===== src/rtl/pma_table_writer.sv =====
// +----------------------------------------------------------------------------+
// | pma_table_writer: shadow/active PMA table with validated atomic commit.    |
// | Optional feature macro: PMA_LOCK_EN (per-entry lock bits).                 |
// | Revision: 1.0                                                              |
// +----------------------------------------------------------------------------+
`default_nettype none

module pma_table_writer #(
  parameter int                  ENTRIES    = 8,
  parameter int                  ATTR_LEN   = 8,
  parameter logic [ATTR_LEN-1:0] RESET_ATTR = 8'h07
) (
  input  logic                         clk,
  input  logic                         reset,
  input  logic                         Wr_Valid,
  output logic                         Wr_Ready,
  input  logic [3:0]                   Wr_Index,
  input  logic [1:0]                   Wr_Field,
  input  logic [63:0]                  Wr_Data,
  output logic                         Wr_Resp_Valid,
  output logic                         Wr_Resp_Err,
  output logic                         Table_Busy,
  output logic [64*ENTRIES-1:0]        PMA_Base_Bus,
  output logic [64*ENTRIES-1:0]        PMA_Size_Bus,
  output logic [ATTR_LEN*ENTRIES-1:0]  PMA_Attr_Bus
);

  localparam int          IDXW          = (ENTRIES > 1) ? $clog2(ENTRIES) : 1;
  localparam logic [4:0]  c_ENTRIES     = 5'(ENTRIES);
  localparam logic [63:0] c_ONES        = {64{1'b1}};
  localparam logic [63:0] c_ATTR_MASK   = (64'd1 << ATTR_LEN) - 64'd1;

  localparam logic [1:0]  F_BASE = 2'd0;
  localparam logic [1:0]  F_SIZE = 2'd1;
  localparam logic [1:0]  F_ATTR = 2'd2;
  localparam logic [1:0]  F_CTRL = 2'd3;

  localparam logic [1:0]  S_IDLE   = 2'd0;
  localparam logic [1:0]  S_COMMIT = 2'd1;
  localparam logic [1:0]  S_RESP   = 2'd2;

  logic [1:0]          r_state;
  logic [1:0]          w_next_state;
  logic                r_err;

  logic [63:0]         r_sh_base  [ENTRIES];
  logic [63:0]         r_sh_size  [ENTRIES];
  logic [ATTR_LEN-1:0] r_sh_attr  [ENTRIES];
  logic [63:0]         r_act_base [ENTRIES];
  logic [63:0]         r_act_size [ENTRIES];
  logic [ATTR_LEN-1:0] r_act_attr [ENTRIES];

`ifdef PMA_LOCK_EN
  logic [ENTRIES-1:0]  r_sh_lock;
  logic [ENTRIES-1:0]  r_act_lock;
`endif

  logic [IDXW-1:0]     w_idx;
  logic                w_idx_ok;
  logic                w_hs;
  logic                w_req_err;
  logic                w_misaligned;

  assign w_idx    = Wr_Index[IDXW-1:0];
  assign w_idx_ok = ({1'b0, Wr_Index} < c_ENTRIES);
  assign w_hs     = Wr_Valid && (r_state == S_IDLE);

  always_comb begin
    w_req_err = 1'b0;
    if (Wr_Field == F_CTRL) begin
`ifdef PMA_LOCK_EN
      w_req_err = Wr_Data[1] && !w_idx_ok;
`endif
    end else begin
      if (!w_idx_ok)
        w_req_err = 1'b1;
      if ((Wr_Field == F_SIZE) && ((Wr_Data & (Wr_Data + 64'd1)) != 64'd0))
        w_req_err = 1'b1;
      if ((Wr_Field == F_ATTR) && ((Wr_Data & ~c_ATTR_MASK) != 64'd0))
        w_req_err = 1'b1;
`ifdef PMA_LOCK_EN
      if (w_idx_ok && r_act_lock[w_idx])
        w_req_err = 1'b1;
`endif
    end
  end

  // A region whose base has bits inside its size mask would match oddly in the checker.
  always_comb begin
    w_misaligned = 1'b0;
    for (int i = 0; i < ENTRIES; i++) begin
      if ((r_sh_base[i] & r_sh_size[i]) != 64'd0)
        w_misaligned = 1'b1;
    end
  end

  always_ff @(posedge clk or posedge reset) begin
    if (reset)
      r_state <= S_IDLE;
    else
      r_state <= w_next_state;
  end

  always_comb begin
    w_next_state = r_state;
    case (r_state)
      S_IDLE: begin
        if (w_hs)
          w_next_state = ((Wr_Field == F_CTRL) && Wr_Data[0]) ? S_COMMIT : S_RESP;
      end
      S_COMMIT: w_next_state = S_RESP;
      S_RESP:   w_next_state = S_IDLE;
      default:  w_next_state = S_IDLE;
    endcase
  end

  always_comb begin
    Wr_Ready      = (r_state == S_IDLE);
    Table_Busy    = (r_state == S_COMMIT);
    Wr_Resp_Valid = (r_state == S_RESP);
    Wr_Resp_Err   = (r_state == S_RESP) && r_err;
  end

  always_ff @(posedge clk or posedge reset) begin
    if (reset) begin
      r_err <= 1'b0;
      for (int i = 0; i < ENTRIES; i++) begin
        r_sh_base[i]  <= 64'd0;
        r_sh_size[i]  <= (i == 0) ? c_ONES : 64'd0;
        r_sh_attr[i]  <= (i == 0) ? RESET_ATTR : '0;
        r_act_base[i] <= 64'd0;
        r_act_size[i] <= (i == 0) ? c_ONES : 64'd0;
        r_act_attr[i] <= (i == 0) ? RESET_ATTR : '0;
      end
`ifdef PMA_LOCK_EN
      r_sh_lock  <= '0;
      r_act_lock <= '0;
`endif
    end else begin
      if (w_hs) begin
        r_err <= w_req_err;
        if (!w_req_err) begin
          case (Wr_Field)
            F_BASE: r_sh_base[w_idx] <= Wr_Data;
            F_SIZE: r_sh_size[w_idx] <= Wr_Data;
            F_ATTR: r_sh_attr[w_idx] <= Wr_Data[ATTR_LEN-1:0];
            default: begin
`ifdef PMA_LOCK_EN
              // Shadow lock lands before the COMMIT cycle, so lock+commit applies at once.
              if (Wr_Data[1])
                r_sh_lock[w_idx] <= 1'b1;
`endif
            end
          endcase
        end
      end
      if (r_state == S_COMMIT) begin
        r_err <= r_err || w_misaligned;
        if (!w_misaligned) begin
          for (int i = 0; i < ENTRIES; i++) begin
            r_act_base[i] <= r_sh_base[i];
            r_act_size[i] <= r_sh_size[i];
            r_act_attr[i] <= r_sh_attr[i];
          end
`ifdef PMA_LOCK_EN
          r_act_lock <= r_sh_lock;
`endif
        end
      end
    end
  end

  for (genvar g = 0; g < ENTRIES; g++) begin : g_flat
    assign PMA_Base_Bus[64*g +: 64]             = r_act_base[g];
    assign PMA_Size_Bus[64*g +: 64]             = r_act_size[g];
    assign PMA_Attr_Bus[ATTR_LEN*g +: ATTR_LEN] = r_act_attr[g];
  end

endmodule

`default_nettype wire


===== config.mk =====
export PLATFORM = sky130hd
export DESIGN_NAME = pma_table_writer
export DESIGN_NICKNAME = d
export VERILOG_FILES = /design/src/rtl/pma_table_writer.sv
export SDC_FILE = /design/constraint.sdc
export NUM_CORES = 2
export LEC_CHECK = 0
export BUFFER_PORTS_ARGS = -buffer_cell sky130_fd_sc_hd__buf_2
export CAP_MARGIN = 20
export CORE_AREA = 2 2 448 450
export DETAILED_ROUTE_END_ITERATION = 10
export DIE_AREA = 0 0 450 452
export GPL_TIMING_DRIVEN = 0
export REMOVE_ABC_BUFFERS = 1
export SLEW_MARGIN = 20
export SYNTH_ARGS = -nofsm -noshare
export SYNTH_HDL_FRONTEND = slang
export SYNTH_SLANG_ARGS = --single-unit

===== constraint.sdc =====
create_clock -name clk -period 163.5 [get_ports clk]
set_clock_uncertainty 0.15 [all_clocks]
set_input_delay 16.35 -clock clk [delete_from_list [all_inputs] [get_ports clk]]
set_output_delay 16.35 -clock clk [all_outputs]
set_load 0.1 [all_outputs]

After elaboration in Yosys (flattened, before gate mapping)
Index checks and enable logic that the tools add are counted.
{ "totals": {"wordCells": 120, "input_bits": 73, "out_inout_bits": 1092, "reg_bits": 2179} }
{ "classes": {"order_cmp": 3, "reduce_logical": 24, "n_eq_ne": 6, "bitwise": 12, "muxes": 24, "n_addsub": 1} }
{ "ops": {"columns": ["cell", "n"], "rows": [
  ["$bwmux 512", 2],
  ["$reduce_bool 64->1", 10],
  ["$and 64x64->64", 9],
  ["$demux 64 s3", 1],
  ["$add 64x1->64 const B", 1],
  ["$bwmux 64", 1],
  ["$mux 64", 1],
  ["$demux 8 s3", 1],
  ["$mux 1", 14],
  ["$reduce_and 3->1", 3],
  ["$mux 8", 1],
  ["$eq 2x2->1 const B", 3],
  ["$logic_and 1x1->1", 6],
  ["$eq 2x1->1 const B", 2],
  ["$ge 4x4->1 const B", 1],
  ["$logic_not 2->1", 2],
  ["$lt 4x1->1 const B", 1],
  ["$lt 4x4->1 const B", 1],
  ["$mux 2", 2],
  ["$not 3->4", 1],
  ["$pmux 2 s2", 1],
  ["$ne 2x1->1 const B", 1],
  ["$not 1->1", 2],
  ["$reduce_and 2->1", 1],
  ["other kinds (2)", 2]
]} }

Logic depth before layout (Yosys ltp)
{ "logic_depth": {"word_depth": 12, "mapped_depth": 12, "mapped_depth_nobuf": 8} }

Least setup slack after synthesis
OpenSTA, ideal clock, no wires.
{ "synth_path": {"path_kind": "input -> register", "startpoint": "input port Wr_Data[7]", "endpoint": "register r_sh_size[0] in the netlist's numbering", "slack_ps": 143824, "setup_ps": 125, "path_buffers": 4, "required_time_ps": 163225, "path_stages": 12, "arrival_time_ps": 19401, "cell_sequence": "buf_2 -> nand4_4 -> nor4_4 -> nand3_2 -> buf_2 -> o31ai_1 -> nand3_1 -> nor4_4 -> and4_1 -> buf_4 -> buf_6 -> mux2_2"} }
{ "synth_via": {"elab_chain_cells": 9} }
{ "synth_lines": {"columns": ["item", "line", "rtl"], "rows": [
  ["start: declaration", "19", "input logic [63:0] Wr_Data,"],
  ["$add 64x1->64", "77", "if ((Wr_Field == F_SIZE) && ((Wr_Data & (Wr_Data + 64'd1)) != 64'd0))"],
  ["$and 64x64->64 *", "77", null],
  ["$reduce_bool 64->1 *", "77", null],
  ["$logic_and 1x1->1 *", "77", null],
  ["$mux 1 *", "77", null],
  ["$mux 1 *", "79", "if ((Wr_Field == F_ATTR) && ((Wr_Data & ~c_ATTR_MASK) != 64'd0))"],
  ["$mux 1 *", "70", "if (Wr_Field == F_CTRL) begin"],
  ["$not 1->1 (no line) *", null, null],
  ["$reduce_and 3->1 (no line) *", null, null],
  ["end signal: indexed assignment", "129", "r_sh_size[i] <= (i == 0) ? c_ONES : 64'd0;"],
  ["end signal: indexed assignment", "145", "F_SIZE: r_sh_size[w_idx] <= Wr_Data;"],
  ["end: declaration", "47", "logic [63:0] r_sh_size [ENTRIES];"]
]} }
Mark *: on every way between the ends. The rest lies on a longest branch, timed or not.
A chain may end at the register's enable or synchronous reset.

Worst setup path in the final report
{ "layout_path": {"startpoint": "input port Wr_Data[2]", "endpoint": "register r_sh_size[262] in the netlist's numbering"} }
Same word-level chain as after synthesis.

==> out/results.ini <==
[clock_tree]
cts_root_buf = clkbuf_16
cts_max_level = 4
clk_path_buf_depth = 3
ctsResizeCount = 0
numCtsBuffers = 223
holdBufCountCts = 0
clkLatencyLatePin_ps = 920
cts_sinks = 2179
cts_setup_buffers = 0
path_clk_slew_ps = 60
cts_tree = built

[yosys]
synth_edf_count = 0
syn_avg_cell_area_um2 = 16.1
synthTopCellsByArea = dfrtp_1, mux2_2, dfstp_2, mux2_4, clkbuf_1
seq_area_frac_synth_pct = 63.9
synth_most_common_cell = dfrtp_1
synth.cells.most_frequent = dfrtp_1, mux2_2, clkbuf_1
yosysWarnings = 0
ys_types = 54
synth_top_area_share_pct = 59.7
mappedNetlistArea_mm2 = 0.0857
ys_ff_latch = 2179
syn_inst = 5314
async_flop_share_pct = 100
synth_flop_cell = dfrtp_1
yosys.area.top_type = dfrtp_1

[pwr]
sw_frac_of_total_pct = 30.3
combPwrFrac_pct = 14.6
p_clk_share_pct = 40.0
intPower_mw = 0.902
p_seq_share_pct = 45.4
p_switching_mw = 0.393
power_density_mw_per_mm2 = 12.5
power_mw = 1.30
p_leak_nw = 54.9
ir_worst_vdd_mv = 0.00977

[routing]
num_vias = 52600
drt_pass1_iterations = 5
wl_per_cell_um = 33.1
drtAntennaViolNets = 0
via_per_inst = 5.64
finalWirelength_um = 308000
drt_iter0_drc = 3857
drc = 0

[timing]
slew_headroom_pct = 16.4
tightest_slew_ps = 1250
hold_violations = 0
period_minus_slack_ps = 21430
tns_ps = 0
fin_worst_hold_slack_ps = 338
rsz0062_at_grt = no
finalSetupViolations = 0
max_freq_ghz = 0.0467
min_period_over_period_pct = 13.1
worst_slack_ps = 142070
maxSlewViolCount = 0

[die]
pin_count = 1165
num_rows = 164
start_util_pct = 43.1
die_area_mm2 = 0.203
die_y_um = 452
die_w_um = 450
core_mm2 = 0.199

[finish]
final_cells = 9316
design_area_mm2 = 0.103
area_growth_pct = 20.5
nNetsFinal = 6534
filler_cell_count = 16900
layout-drive-gt1-share_pct = 58.4
utilization_pct = 52.0

[min_path]
whs_endpoint = r_sh_attr[14]
hp-class = reg -> reg
hp-start = r_sh_attr[14]
hold_depth = 2

[setup_path]
reg2reg_to = PMA_Attr_Bus[30]
rr_startpoint = r_sh_size[416]
required_ps = 164120
r2r_cells = 12
max_stage_delay_ps = 850
crit_top_cell = buf_12
crit_buf_inv = 3
crit_chain = buf_2 -> nand4_2 -> nor4_4 -> nand3_2 -> o22ai_1 -> nand4_1 -> nor3_4 -> nand4_4 -> buf_12 -> buf_12 -> mux2_4
start_kind = input pin
reg2reg_slack_ps = 157950
end_kind = flip-flop
crit_fanout = 27
cpLargestDelayFamily = simple AND/OR/NAND/NOR gates
crit_slowest_cell = nor3_4
crit_arrival_ps = 22050
path_class = in -> reg

[global_route]
grt_pass1_wl_um = 431000
grt-ovfl-total = 0
grt_max_degree = 108
grtUsageTotal_pct = 30.0
antenna_found_initial = 29
grt_pass1_vias = 53800

[placed_design]
gp_congestion = 0.829
pre_cts_ws_ps = 141210
dp_cells = 8891
io_buffers = 1164
hpwl_um = 215000
place_area_mm2 = 0.0958

[job]
drv_cap = 0

[outcome]
status = completed

layout by cell type, fill, tap and decap left out, types with 5 or more instances in the layout:
cell type	count
a21oi_1	6
a221oi_1	89
a22o_1	88
a22oi_1	82
a31oi_1	5
and3_1	7
buf_12	43
buf_16	58
buf_2	1158
buf_4	23
bufinv_16	13
clkbuf_1	84
clkbuf_16	224
clkbuf_8	52
clkinv_2	24
dfrtp_1	2045
dfstp_2	134
diode_2	11
inv_1	16
mux2_1	67
mux2_2	1971
mux2_4	135
nand2_1	43
nand3_1	31
nand4_1	67
nand4_4	8
nor2_1	23
nor3_1	16
nor4_1	30
o21ai_0	22
o22ai_1	5
o31ai_1	8
power groups by stage:
stage               Clock, mW  Combinational (mW)  Sequential, mW
floorplan                   0              0.0446           0.696
global placement            0               0.196           0.600
detailed placement          0               0.190           0.598
CTS                     0.526               0.191           0.588
global route            0.548               0.195           0.592
finish                  0.517               0.189           0.588
registers in the layout (all words and copies together), names as in the netlist:
register	flops
PMA_Base_Bus	512
r_sh_size	512
r_err	1
PMA_Attr_Bus	64
r_state	2
r_sh_base	512
PMA_Size_Bus	512
r_sh_attr	64
worst max-delay path by stage:
stage                     from                end  cells after the start
floorplan                reset   PMA_Attr_Bus[10]                      1
global placement         reset  PMA_Base_Bus[146]                      2
detailed placement  Wr_Data[2]     r_sh_size[290]                     11
CTS                 Wr_Data[2]     r_sh_size[268]                     11
global route        Wr_Data[2]     r_sh_size[268]                     11
finish              Wr_Data[2]     r_sh_size[262]                     11
per-layer routing:
layer,vias up,wire (µm),GRT usage [%],part of all wire (%)
li1,21700,-,-,-
met1,28500,124000,37.9,40
met2,1771,149000,48.9,48
met3,546,17800,6.40,5.8
met4,0,18000,15.3,5.8
met5,-,0,0,0
cells by family (layout without fill, tap and decap cells):
group	count (synthesis)	count (layout)	share of synthesized area, %
AND/OR/NAND/NOR	268	268	1.95
AO/OA/AOI/OAI	315	315	2.93
multiplexers	2173	2173	29.2
buffers and inverters	379	1714	2.11
flip-flops	2179	2179	63.9
other	0	11	0
worst reg2reg max path, cell delays in order, from the launching register on:
cell and delay (ps):
dfrtp_1 410, a22o_1 270, a221oi_1 910, nand4_1 250, nor4_1 750, nand3_1 270, or4_4 860, buf_12 300
buf_12 210, buf_12 220, buf_12 220, buf_16 250, mux2_2 340
final cells by class:
cell class | count | area, µm² | share of cell area (%)
antenna | 11 | 27.5 | 0.0267
clock buffer | 360 | 6640 | 6.43
clock inverter | 53 | 786 | 0.761
inverter | 17 | 71.3 | 0.0691
multi-input combinational | 2756 | 29200 | 28.3
sequential | 2179 | 54700 | 53.0
tap | 2656 | 3320 | 3.22
timing repair buffer | 1284 | 8450 | 8.19
Note: power is estimated with default switching activity, not from simulation.
